===== src/rtl/decode_stage.sv =====
// decode_stage: registered RV32I control decode with 2-entry skid buffer and saturating illegal counter
// DECODE_UTYPE_EN: when defined, LUI/AUIPC decode as legal U-type instructions
module decode_stage #(
  parameter int XLEN  = 32,
  parameter int CNT_W = 8
) (
  input  logic             clk_i,
  input  logic             rst_i,
  input  logic             flush_i,
  input  logic             in_valid_i,
  output logic             in_ready_o,
  input  logic [31:0]      instr_i,
  input  logic [XLEN-1:0]  pc_i,
  output logic             out_valid_o,
  input  logic             out_ready_i,
  output logic [XLEN-1:0]  out_pc_o,
  output logic [31:0]      out_instr_o,
  output logic [4:0]       rd_o,
  output logic [4:0]       rs1_o,
  output logic [4:0]       rs2_o,
  output logic             rfwrite_o,
  output logic             alusrc_o,
  output logic             memwrite_o,
  output logic             memread_o,
  output logic             memtoreg_o,
  output logic             branch_o,
  output logic             jal_o,
  output logic             utype_o,
  output logic             illegal_o,
  output logic [CNT_W-1:0] illegal_cnt_o
);
  localparam logic [8:0] CTL_ILL = 9'b000000001;
  logic            main_valid_q, skid_valid_q;
  logic [31:0]     skid_instr_q, src_instr;
  logic [XLEN-1:0] skid_pc_q, src_pc;
  logic            accept, main_free, in_ill;
  logic [8:0]      ctl;
  // {rfwrite, alusrc, memwrite, memread, memtoreg, branch, jal, utype, illegal}
  function automatic logic [8:0] decode(input logic [6:0] op);
`ifdef DECODE_UTYPE_EN
    logic is_u = op == 7'b0110111 || op == 7'b0010111;
`else
    logic is_u = 1'b0;
`endif
    return op == 7'b0110011 ? 9'b100000000 :
           op == 7'b0010011 ? 9'b110000000 :
           op == 7'b0000011 ? 9'b110110000 :
           op == 7'b0100011 ? 9'b011000000 :
           op == 7'b1100011 ? 9'b000001000 :
           op == 7'b1101111 ? 9'b100000100 :
           is_u             ? 9'b110000010 : CTL_ILL;
  endfunction
  assign in_ready_o  = ~skid_valid_q & ~flush_i;
  assign accept      = in_valid_i & in_ready_o;
  assign out_valid_o = main_valid_q;
  assign main_free   = ~main_valid_q | out_ready_i;
  assign src_instr   = skid_valid_q ? skid_instr_q : instr_i;
  assign src_pc      = skid_valid_q ? skid_pc_q : pc_i;
  assign ctl         = decode(src_instr[6:0]);
  assign in_ill      = decode(instr_i[6:0]) == CTL_ILL;
  assign rd_o        = out_instr_o[11:7];
  assign rs1_o       = out_instr_o[19:15];
  assign rs2_o       = out_instr_o[24:20];
  always_ff @(posedge clk_i) begin
    if (rst_i) begin
      main_valid_q  <= 1'b0;
      skid_valid_q  <= 1'b0;
      skid_instr_q  <= '0;
      skid_pc_q     <= '0;
      out_pc_o      <= '0;
      out_instr_o   <= '0;
      illegal_cnt_o <= '0;
      {rfwrite_o, alusrc_o, memwrite_o, memread_o, memtoreg_o, branch_o, jal_o, utype_o, illegal_o} <= '0;
    end else begin
      if (accept && in_ill && !(&illegal_cnt_o))
        illegal_cnt_o <= illegal_cnt_o + CNT_W'(1);
      if (flush_i) begin
        main_valid_q <= 1'b0;
        skid_valid_q <= 1'b0;
      end else if (main_free) begin
        main_valid_q <= skid_valid_q | accept;
        skid_valid_q <= 1'b0;
        if (skid_valid_q | accept) begin
          out_pc_o    <= src_pc;
          out_instr_o <= src_instr;
          {rfwrite_o, alusrc_o, memwrite_o, memread_o, memtoreg_o, branch_o, jal_o, utype_o, illegal_o} <= ctl;
        end
      end else if (accept) begin
        skid_valid_q <= 1'b1;
        skid_instr_q <= instr_i;
        skid_pc_q    <= pc_i;
      end
    end
  end
endmodule

===== config.mk =====
export PLATFORM = sky130hd
export DESIGN_NAME = decode_stage
export DESIGN_NICKNAME = d
export VERILOG_FILES = /design/src/rtl/decode_stage.sv
export SDC_FILE = /design/constraint.sdc
export NUM_CORES = 1
export LEC_CHECK = 0
export CAP_MARGIN = 20
export CORE_UTILIZATION = 35
export CTS_CLUSTER_DIAMETER = 40
export DETAILED_ROUTE_END_ITERATION = 10
export DONT_BUFFER_PORTS = 1
export PLACE_DENSITY = 0.51
export SLEW_MARGIN = 40
export SYNTH_ARGS = -nofsm -noshare
export SYNTH_HDL_FRONTEND = slang
export SYNTH_SLANG_ARGS = --single-unit

===== constraint.sdc =====
create_clock -name clk_i -period 2.04 [get_ports clk_i]
set_input_delay 0.51 -clock clk_i [delete_from_list [all_inputs] [get_ports clk_i]]
set_output_delay 0.51 -clock clk_i [all_outputs]
set_load 0.005 [all_outputs]

---- Word-level counts from Yosys, hierarchy flattened ----
Index checks and enable logic that the tools add are counted.
word-level totals
  output and inout bits ................... 98
  logic and storage cells ................. 60
  bits in registers ....................... 147
  input port bits ......................... 69
operators by class
  reduce and logical (&&, ||, !) cells .... 8
  multiplexer cells ....................... 14
  bitwise logic cells ..................... 8
  add/subtract/negate cells ............... 1
  eq/ne operators ......................... 13
operators with widths
  cell                                                  number
  two-way mux 9 bit                                     12
  two-way mux 32 bit                                    2
  equality test 7 x 6 -> 1 bit (second input constant)  4
  equality test 7 bit (second input constant)           4
  equality test 7 x 2 -> 1 bit (second input constant)  2
  equality test 7 x 5 -> 1 bit (second input constant)  2
  equality test 9 x 1 -> 1 bit (second input constant)  1
  adder 8 x 1 -> 8 bit (second input constant)          1
  AND reduction 8 bit                                   1
  AND reduction 3 bit                                   2
  NOT 1 bit                                             4
  OR reduction 3 bit                                    1
  AND 1 bit                                             2
  logical AND 1 bit                                     2
  bitwise OR 1 bit                                      2
  OR reduction 2 bit                                    1
  zero test 1 bit                                       1

---- Depth between registers and ports, before layout ----
Gate-level depths: netlist (run 1).
  word-level depth ........................ 10
  mapped depth ............................ 6
  depth with buffers taken out ............ 5

---- Least setup slack after synthesis (run 1) ----
No wires, ideal clock.
  kind .................................... input to register
  start ................................... input instr_i[2]
  end ..................................... register illegal_cnt_o[5]
  slack ................................... 0.376 ns
  data arrival time ....................... 1.543 ns
  data required time ...................... 1.919 ns
  stages .................................. 5
  buffers on the path ..................... 1
  path through ............................ or2_1 > a221oi_4 > buf_6 > nor4_2 > mux2_4
on the way
  cells in the longest elaborated chain, start to end .. 10
ends and longest elaborated chain
  what                              line  source
  start, declared                   12    input logic [31:0] instr_i,
  equality test 7 bit               50    op == 7'b1101111 ? 9'b100000100 :
  two-way mux 9 bit                 50
  two-way mux 9 bit                 49    op == 7'b1100011 ? 9'b000001000 :
  two-way mux 9 bit                 48    op == 7'b0100011 ? 9'b011000000 :
  two-way mux 9 bit                 47    op == 7'b0000011 ? 9'b110110000 :
  two-way mux 9 bit                 46    op == 7'b0010011 ? 9'b110000000 :
  two-way mux 9 bit *               45    return op == 7'b0110011 ? 9'b100000000 :
  equality test 9 x 1 -> 1 bit *    60    assign in_ill = decode(instr_i[6:0]) == CTL_ILL;
  logical AND 1 bit * (2 in a row)  75    if (accept && in_ill && !(&illegal_cnt_o))
  end signal, assigned              76    illegal_cnt_o <= illegal_cnt_o + CNT_W'(1);
  end, declared                     30    output logic [CNT_W-1:0] illegal_cnt_o
Mark *: on every way between the ends. The rest lies on a longest branch, timed or not.
A chain may end at the register's enable or synchronous reset.

---- Worst setup path after layout (run 1) ----
  start ................................... register skid_valid_q
  end ..................................... register illegal_cnt_o[5]
on the way
  cells in the longest elaborated chain, start to end .. 5
ends and longest elaborated chain
  what                            line  source
  start, declared                 33    logic main_valid_q, skid_valid_q;
  start signal, assigned          67    skid_valid_q <= 1'b0;
  start signal, assigned          79    skid_valid_q <= 1'b0;
  start signal, assigned          82    skid_valid_q <= 1'b0;
  NOT 1 bit                       53    assign in_ready_o = ~skid_valid_q & ~flush_i;
  AND 1 bit                       53
  AND 1 bit                       54    assign accept = in_valid_i & in_ready_o;
  logical AND 1 bit (2 in a row)  75
Every way passes these cells.

==> flow_summary_export.csv, run 1 <==
group,metric,value,unit
synthesis,synthTopCellsByArea,"dfxtp_1 (48%), mux2i_1 (10%), nand2_1 (8.5%), a211oi_1 (7.7%), a21oi_1 (6.2%)",
floorplanning,ioPinCount,167,
synthesis,ys_seq_area_share,47.8,%
worst_setup_path,crit_arrival,2.11,ns
final_layout,syn2layout_area_growth,9.58,%
sta,hold_viol_final,0,
synthesis,synth_xor_area_share,0,%
placement,place_area,0.00611,mm²
route,drc,0,
sta,maxSlewViolCount,0,
global_routing,antenna_found_initial,0,
placement,finalWeightedCongestion,0.737,
synthesis,synth_top_area_share,47.8,%
route,wire_per_inst,15.5,µm
synthesis,synth-simple-area-share,17.9,%
clock_network,post_cts_buffers,0,
worst_setup_path,critical_path.cell_chain,"nor3b_2 -> o21ai_2 -> nor4_2 -> mux2_4",
global_routing,grt_pass1_wl,22.1,mm
global_routing,grt.overflow.total,0,
worst_setup_path,cpMaxStageDelayCell,"dfxtp_4",
placement,numPortBuffers,0,
sta,fin_crit_sh,88.5,%
final_layout,drive_gt1_share,8.58,%
clock_network,ctsResizeCount,0,
power,leakagePower,2.08,nW
sta,fmaxAchievable,554,MHz
worst_setup_path,required,2.34,ns
synthesis,synth_area,0.00607,mm²
worst_setup_path,crit_type,"reg2reg",
synthesis,synth_top_family_by_area,"simple AND/OR/NAND/NOR gates",
sta,tightest_slew,0.613,ns
floorplanning,die_y,134,µm
route,route.vias.total,4584,
power,ir_drop,0.000540,V
clock_network,h-tree-depth,4,
route,antenna_left,0,
synthesis,yosys_warnings,0,
synthesis,yosysTopAreaCell,"dfxtp_1",
run,drv_cap,0,
synthesis,ys_types,44,
floorplanning,die_area,0.0179,mm²
worst_setup_path,cp_max_fo,21,
global_routing,track_usage,15.7,%
power,power.density,928,mW/mm²
floorplanning,initial_core_util,36.2,%
worst_hold_path,hp-class,"in2reg",
sta,rsz0062_at_grt,"false",
worst_setup_path,cp_top_family,"simple AND/OR/NAND/NOR gates",
global_routing,grt_pass1_vias,4232,
floorplanning,num_rows,47,
synthesis,synth_cells,692,
synthesis,synth-edff-count,0,
synthesis,synthAdderAreaFrac,0.206,%
placement,hpwl,8.54,mm
final_layout,stdcell_area,0.00665,mm²
final_layout,layout.nets,722,
clock_network,cts-root-buf,"clkbuf_16",
sta,tns,0,ns
sta,setup_viol,0,
synthesis,synth_compound_area_share,16.4,%
synthesis,muxShareOfSynthArea,11.2,%
sta,slew_headroom,59.1,%
sta,fin_skew,0.00684,ns
clock_network,holdBufCountCts,0,
worst_setup_path,slowest_delay,0.43,ns
final_layout,fillers,1686,
route,via_per_inst,5.19,
clock_network,cts_tree,"done",
worst_setup_path,worstSetupStartpointType,"register",
synthesis,synth_area_per_cell,8.77,µm²
floorplanning,die_w,134,µm
synthesis,async_flop_share,0,%
synthesis,ys.flop_type,"dfxtp_1",
clock_network,insertion_delay,0.41,ns
clock_network,cts_buffers,17,
route,first_pass_iters,5,
clock_network,cts.sinks,145,
run_status,status,"complete, no violations",
synthesis,ys_ff_latch,145,
route,wirelength,13.7,mm
sta,min_period,1.81,ns
synthesis,syn-num-nets,762,
clock_network,clk_pin_slew,0.06,ns
floorplanning,coreArea,0.0168,mm²
final_layout,n_antenna_cell,0,
clock_network,ctsLongestPathBuffers,2,
global_routing,grt_max_degree,149,
worst_setup_path,crit_buf_inv,0,
worst_setup_path,worst_setup_path_end_kind,"register",
route,drt_iter0_drc,173,
-- cell families after synthesis --
kind of cell	Yosys count
compound gates	153
fa+ha+maj	1
buf+inv	72
flops	145
mux	66
other cells	1
simple gates	254
-- stage by stage --
stage	setup slack, ns	utilization (%)	power [mW]	cells	hold WS [ns]
floorplan	0.376	-	3.37	692	0.436
global placement	0.116	36.5	3.37	853	0.436
detailed placement	0.0530	36.5	3.38	853	0.441
CTS	0.0819	39.7	6.27	884	0.137
global route	0.0930	39.7	6.45	884	0.139
finish	0.234	39.7	6.18	884	0.161
-- layout by cell type (no fill, tap or decap), drive strengths merged, types with 2 or more instances in the layout --
cell type    n
a211oi      62
nor2        75
nand3        7
nand2      138
o31ai        3
or4          3
nor2b        2
a21oi       75
or3b         2
nand2b       3
o21ai        4
mux2         4
nor4         2
a32oi        2
dfxtp      145
clkbuf      20
buf         12
or3          2
clkinv       7
clkinvlp     3
a221oi       2
nor3         6
nand3b       4
mux2i       62
nand4        4
-- flip-flops by register name (all words and copies together), names as in the netlist, 8 cells and up --
| register | flops |
|---|---|
| illegal_cnt_o | 8 |
| skid_pc_q | 32 |
| out_pc_o | 32 |
| skid_instr_q | 32 |
| out_instr_o | 32 |
-- cells in the mapped netlist (all sizes together) (2+ instances only) --
cell    count
mux2        4
or3b        2
buf        45
nor2b       2
nor3        6
nand2b      3
nand4       4
o31ai       3
nand3b      4
a32oi       2
mux2i      62
a221oi      2
or4         3
nand2     138
nor2       75
or3         2
clkbuf     26
dfxtp     145
a21oi      75
o21ai       4
nor4        2
a211oi     62
nand3       7
-- final timing paths --
kind / start / endpoint / slack [ns] / cells past startpoint
setup / recovery: skid_valid_q / illegal_cnt_o[5] / 0.23 / 4
hold / removal: flush_i / skid_valid_q / 0.16 / 1
setup reg to reg: skid_valid_q / illegal_cnt_o[5] / 0.23 / 4
hold reg to reg: skid_instr_q[13] / skid_instr_q[13] / 0.45 / 2
-- layout make-up --
type / count / area (µm²) / share of cell area, %
sequential: 145 / 2910 / 43.7
multi-input combinational: 475 / 2790 / 41.9
tap: 220 / 275 / 4.14
clock buffer: 20 / 447 / 6.71
timing repair buffer: 12 / 140 / 2.11
clock inverter: 11 / 91.3 / 1.37
inverter: 1 / 3.75 / 0.0564
-- layer usage --
layer / routed length [µm] / up-vias / track usage [%]
met1: 6030 / 2132 / 18.9
met5: 0 / - / 0
met3: 963 / 18 / 5.78
li1: - / 2314 / -
met4: 223 / 0 / 6.25
met2: 6510 / 120 / 25.3
-- power by group --
| part | switching [mW] | total (mW) | internal, mW |
|---|---|---|---|
| sequential | 0.0878 | 3.02 | 2.94 |
| combinational | 0.162 | 0.291 | 0.129 |
| clock | 1.17 | 2.86 | 1.69 |
No activity file was read; power rests on OpenSTA's default activity.
==> run 2, diff against run 1 <==
Settings changed: GPL_TIMING_DRIVEN set to 0.
==> run 2 against run 1 <==
Compared with the run above: sequential cell count is the same; first-iteration DRC count grew 19%; routed wire length grew 17%; clock skew is essentially flat; via count grew 6.7%; critical path depth shrank 1; sequential power is essentially flat; worst setup slack lost 0.13 ns; combinational power grew 37%; register-to-register slack is essentially flat; clock-buffer cell count grew 3.
==> flow_summary_export.csv, run 2 (synthesis results as in run 1) <==
group,metric,value,unit
global_routing,track_usage,18.3,%
clock_network,ctsLongestPathBuffers,2,
final_layout,drive_gt1_share,11.8,%
worst_setup_path,crit_arrival,1.43,ns
route,first_pass_iters,4,
worst_setup_path,worstSetupStartpointType,"register",
floorplanning,die_area,0.0179,mm²
route,wire_per_inst,17.0,µm
sta,rsz0062_at_grt,"false",
worst_setup_path,required,1.53,ns
final_layout,syn2layout_area_growth,14.3,%
floorplanning,die_y,134,µm
global_routing,grt_pass1_vias,4771,
worst_hold_path,min_to,"skid_valid_q",
clock_network,clk_pin_slew,0.06,ns
final_layout,n_antenna_cell,0,
final_layout,final_common_cell,"dfxtp_1",
floorplanning,num_rows,47,
worst_setup_path,r2r_cells,6,
route,wirelength,16.1,mm
floorplanning,initial_core_util,36.2,%
global_routing,met3_usage,5.71,%
clock_network,cts-root-buf,"clkbuf_16",
global_routing,grt.overflow.total,0,
worst_setup_path,r2r-start,"out_valid_o",
placement,place_area,0.00635,mm²
global_routing,gr-max-usage-layer,"met2",
floorplanning,die_w,134,µm
global_routing,grt_pass1_wl,25.3,mm
global_routing,use_met1,21.9,%
final_layout,layout.nets,780,
sta,tightest_slew,0.705,ns
route,drc,0,
placement,placed_cells,912,
route,via_per_inst,5.19,
power,power.density,942,mW/mm²
worst_setup_path,crit_type,"reg2out",
sta,fmaxAchievable,517,MHz
final_layout,stdcell_area,0.00694,mm²
sta,setup_viol,0,
sta,hold_viol_final,0,
route,route.vias.total,4892,
sta,maxSlewViolCount,0,
clock_network,insertion_delay,0.41,ns
floorplanning,ioPinCount,167,
floorplanning,coreArea,0.0168,mm²
global_routing,grt_use_met2,30.7,%
worst_setup_path,r2r-end,"out_instr_o[1]",
power,ir_drop,0.000548,V
placement,hpwl,11.6,mm
sta,fin_skew,0.00678,ns
sta,min_period,1.94,ns
clock_network,h-tree-depth,4,
run,drv_cap,0,
worst_hold_path,hp-start,"flush_i",
worst_hold_path,hold_depth,1,
worst_setup_path,cp_max_fo,19,
worst_setup_path,crit_start,"skid_valid_q",
global_routing,grt_max_degree,20,
sta,fin_crit_sh,94.9,%
clock_network,cts_buffers,17,
placement,finalWeightedCongestion,0.774,
clock_network,cts_tree,"done",
worst_setup_path,worst_setup_path_end_kind,"output port",
final_layout,layout_common_cells,"dfxtp_1 (145), nand2_1 (138), nor2_1 (75), a21oi_1 (75), a211oi_1 (62)",
final_layout,fillers,1684,
sta,slew_headroom,53.0,%
worst_setup_path,reg2reg_slack,0.23,ns
clock_network,post_cts_buffers,0,
final_layout,fin_cells,943,
global_routing,antenna_found_initial,0,
placement,numPortBuffers,0,
run_status,status,"complete, no violations",
route,drt_iter0_drc,206,
clock_network,cts.sinks,145,
worst_hold_path,hp-class,"in2reg",
route,antenna_left,0,
power,leakagePower,2.28,nW
-- run 2: changes by cell type in the layout (fill, tap and decap cells not counted), sizes merged --
cell,before,now
buf,12,43
clkbuf,20,50
clkinv,7,3
bufinv,1,2
clkinvlp,3,4
-- run 2: metal layers --
layer	wire, µm	vias up
met3	990	17
li1	-	2421
met2	7810	125
met1	7030	2329
met4	226	0
met5	0	-
-- run 2: repair_timing --
item,CTS,global route
cloned,0,0
setup endpoints to repair,1,2
hold buffers,0,0
gates resized for setup,0,1
-- run 2: cell type report --
class,count,area [µm²],area share [%]
Sequential cell,145,2900,41.8
Multi-Input combinational cell,475,2780,40.0
Clock buffer,23,488,7.03
Buffer,70,385,5.56
Tap cell,220,275,3.97
Clock inverter,9,105,1.52
Inverter,1,3.75,0.0541
-- run 2: how the worst max path moves through the flow --
stage          depth (start not counted)               end  slack [ns]
6_report                               3        in_ready_o        0.10
2_1_floorplan                          5  illegal_cnt_o[5]        0.38
3_3_place_gp                           6      out_pc_o[13]       -0.01
5_1_grt                                3        in_ready_o        0.02
4_1_cts                                3        in_ready_o        0.08
3_5_place_dp                           6      out_pc_o[14]       -0.07
-- run 2: worst max-delay path, cell delays in order, from the launching register on --
cell and delay, ns:
dfxtp_1 0.39, buf_6 0.17, buf_4 0.33, nor2_1 0.11
-- run 2: power breakdown --
part           switching [mW]  leakage (nW)  total [mW]  internal (mW)
Sequential             0.0853          1.18        3.02           2.94
Clock                    1.19         0.281        3.11           1.92
Combinational           0.242         0.813       0.398          0.157
-- run 2: metrics by stage --
stage | setup slack (ns) | setup TNS [ns] | total power [mW] | hold slack, ns | util, %
after floorplan | 0.376 | 0 | 3.37 | 0.436 | -
after global placement | -0.0104 | -0.106 | 3.48 | 0.441 | 37.9
after detailed placement | -0.0678 | -1.43 | 3.49 | 0.448 | 37.9
after CTS | 0.0789 | 0 | 6.62 | 0.144 | 41.4
after global routing | 0.0169 | 0 | 6.78 | 0.148 | 41.4
final | 0.104 | 0 | 6.53 | 0.164 | 41.4
==> run 3, diff against run 2 <==
Settings changed: CAP_MARGIN 20 to 5, SETUP_SLACK_MARGIN set to 0.3.
==> run 3 against run 2 <==
Compared with the run above: critical path depth grew 1; non-clock buffer count increased by 11; register-to-register slack improved by 0.12 ns; clock skew about the same; first-iteration DRC count down 8.7%; core utilization increased by 1.3 points; power is 0.30% higher; routed wire length increased by 1.8%; global-route usage is 0.13 points higher; cell area up 3.1%; critical endpoint unchanged; largest cell class unchanged; largest power group unchanged; highest routed layer unchanged.
==> flow_summary_export.csv, run 3 (synthesis results as in run 1) <==
group,metric,value,unit
run_status,status,"complete, no violations",
clock_network,ctsLongestPathBuffers,2,
route,wire_per_inst,17.1,µm
final_layout,n_antenna_cell,0,
worst_setup_path,worst_setup_path_end_kind,"output port",
route,wirelength,16.4,mm
global_routing,grt_pass1_vias,4778,
global_routing,grt_use_met2,30.9,%
sta,whs,0.152,ns
floorplanning,initial_core_util,36.2,%
global_routing,met3_usage,5.71,%
worst_hold_path,hold_depth,1,
placement,hpwl,11.6,mm
power,combinationalPowerShare,6.4,%
power,leakagePower,2.36,nW
route,antenna_left,0,
sta,finalWorstSetupSlack,0.317,ns
final_layout,layout_common_cells,"dfxtp_1 (143), nand2_1 (137), a21oi_1 (75), nor2_1 (73), a211oi_1 (62)",
worst_setup_path,worstSetupStartpointType,"register",
route,drt_iter0_drc,188,
worst_setup_path,r2r-start,"skid_valid_q",
power,power_frac_seq,46.1,%
worst_setup_path,crit_start,"skid_valid_q",
floorplanning,die_w,134,µm
power,ir_drop,0.000559,V
final_layout,final_common_cell,"dfxtp_1",
final_layout,fin_util,42.7,%
sta,fmaxAchievable,580,MHz
worst_setup_path,cp-endpoint,"in_ready_o",
global_routing,grt_pass1_wl,25.4,mm
floorplanning,num_rows,47,
worst_setup_path,crit_arrival,1.21,ns
sta,min_period,1.72,ns
clock_network,cts_buffers,17,
global_routing,track_usage,18.5,%
sta,fin_crit_sh,84.5,%
power,p_sw_share,23.2,%
floorplanning,die_y,134,µm
power,p_total,6.55,mW
clock_network,cts-root-buf,"clkbuf_16",
global_routing,use_met1,22.3,%
run,drv_cap,0,
global_routing,antenna_found_initial,0,
power,power.density,916,mW/mm²
sta,maxSlewViolCount,0,
route,drc,0,
route,first_pass_iters,4,
power,internal-power,5.03,mW
worst_setup_path,r2r_cells,6,
clock_network,clk_pin_slew,0.06,ns
floorplanning,coreArea,0.0168,mm²
placement,pre_cts_ws,-0.0678,ns
clock_network,cts_tree,"done",
clock_network,h-tree-depth,4,
route,via_per_inst,5.17,
worst_setup_path,cp_max_fo,4,
floorplanning,die_area,0.0179,mm²
global_routing,grt.overflow.total,0,
placement,finalWeightedCongestion,0.774,
final_layout,layout.nets,791,
worst_setup_path,required,1.53,ns
sta,slew_headroom,53.4,%
clock_network,holdBufCountCts,0,
global_routing,gr-max-usage-layer,"met2",
power,switching_power,1.52,mW
worst_setup_path,r2r-end,"rfwrite_o",
sta,tightest_slew,0.699,ns
clock_network,insertion_delay,0.42,ns
sta,setup_viol,0,
sta,tns,0,ns
placement,numPortBuffers,0,
worst_setup_path,crit_type,"reg2out",
sta,fin_skew,0.00641,ns
sta,rsz0062_at_grt,"true",
sta,hold_viol_final,0,
worst_hold_path,hp-class,"in2reg",
global_routing,grt_max_degree,17,
final_layout,drive_gt1_share,15.3,%
final_layout,syn2layout_area_growth,17.8,%
power,power.share.clock,47.5,%
worst_setup_path,reg2reg_slack,0.35,ns
floorplanning,ioPinCount,167,
route,route.vias.total,4931,
clock_network,cts.sinks,145,
==> run 3: changes by cell type in the layout (fill, tap and decap cells not counted), sizes merged <==
cell    previous run  this run
clkbuf            50        63
buf               43        41
==> run 3: power by group through the flow <==
stage	Sequential [mW]	Clock, mW	Combinational, mW
2_1_floorplan	3.06	0	0.312
3_3_place_gp	3.09	0	0.393
3_5_place_dp	3.09	0	0.402
4_1_cts	3.03	3.19	0.407
5_1_grt	3.03	3.30	0.469
6_report	3.02	3.11	0.420
==> run 3: final cells by class <==
class | instances | area, µm²
multi-input combinational | 475 | 2830
tap | 220 | 275
sequential | 145 | 2910
clock buffer | 23 | 488
fill | 1676 | 9610
buffer | 71 | 468
clock inverter | 9 | 105
timing repair buffer | 10 | 75.1
inverter | 1 | 3.75
==> run 3: layer usage <==
layer | routed length [µm] | vias up
li1 | - | 2441
met1 | 7180 | 2339
met2 | 7980 | 134
met3 | 982 | 17
met4 | 214 | 0
met5 | 0 | -
==> run 3: worst min-delay path by stage <==
stage	from	end	slack (ns)
after floorplan	skid_instr_q[10]	skid_instr_q[10]	0.44
after CTS	flush_i	skid_valid_q	0.14
after detailed placement	skid_pc_q[6]	skid_pc_q[6]	0.45
final	flush_i	skid_valid_q	0.15
after global routing	flush_i	skid_valid_q	0.14
after global placement	skid_pc_q[28]	skid_pc_q[28]	0.44
==> run 3: through the flow <==
step                area (µm²)  std cells
floorplan                 6070        692
global placement          6350        912
detailed placement        6350        912
CTS                       7010        947
global route              7150        954
finish                    7150        954
==> run 3: critical path, cell delays in order (launching register included) <==
cell	delay, ns
dfxtp_4	0.36
buf_8	0.12
buf_12	0.12
buf_12	0.12
nor2_4	0.07
==> run 3: repair_timing <==
action,4_1_cts,5_1_grt
buffers inserted,3,6
pin swaps,0,3
gates resized for setup,15,41
gates cloned,0,1
setup endpoints to repair,100,137
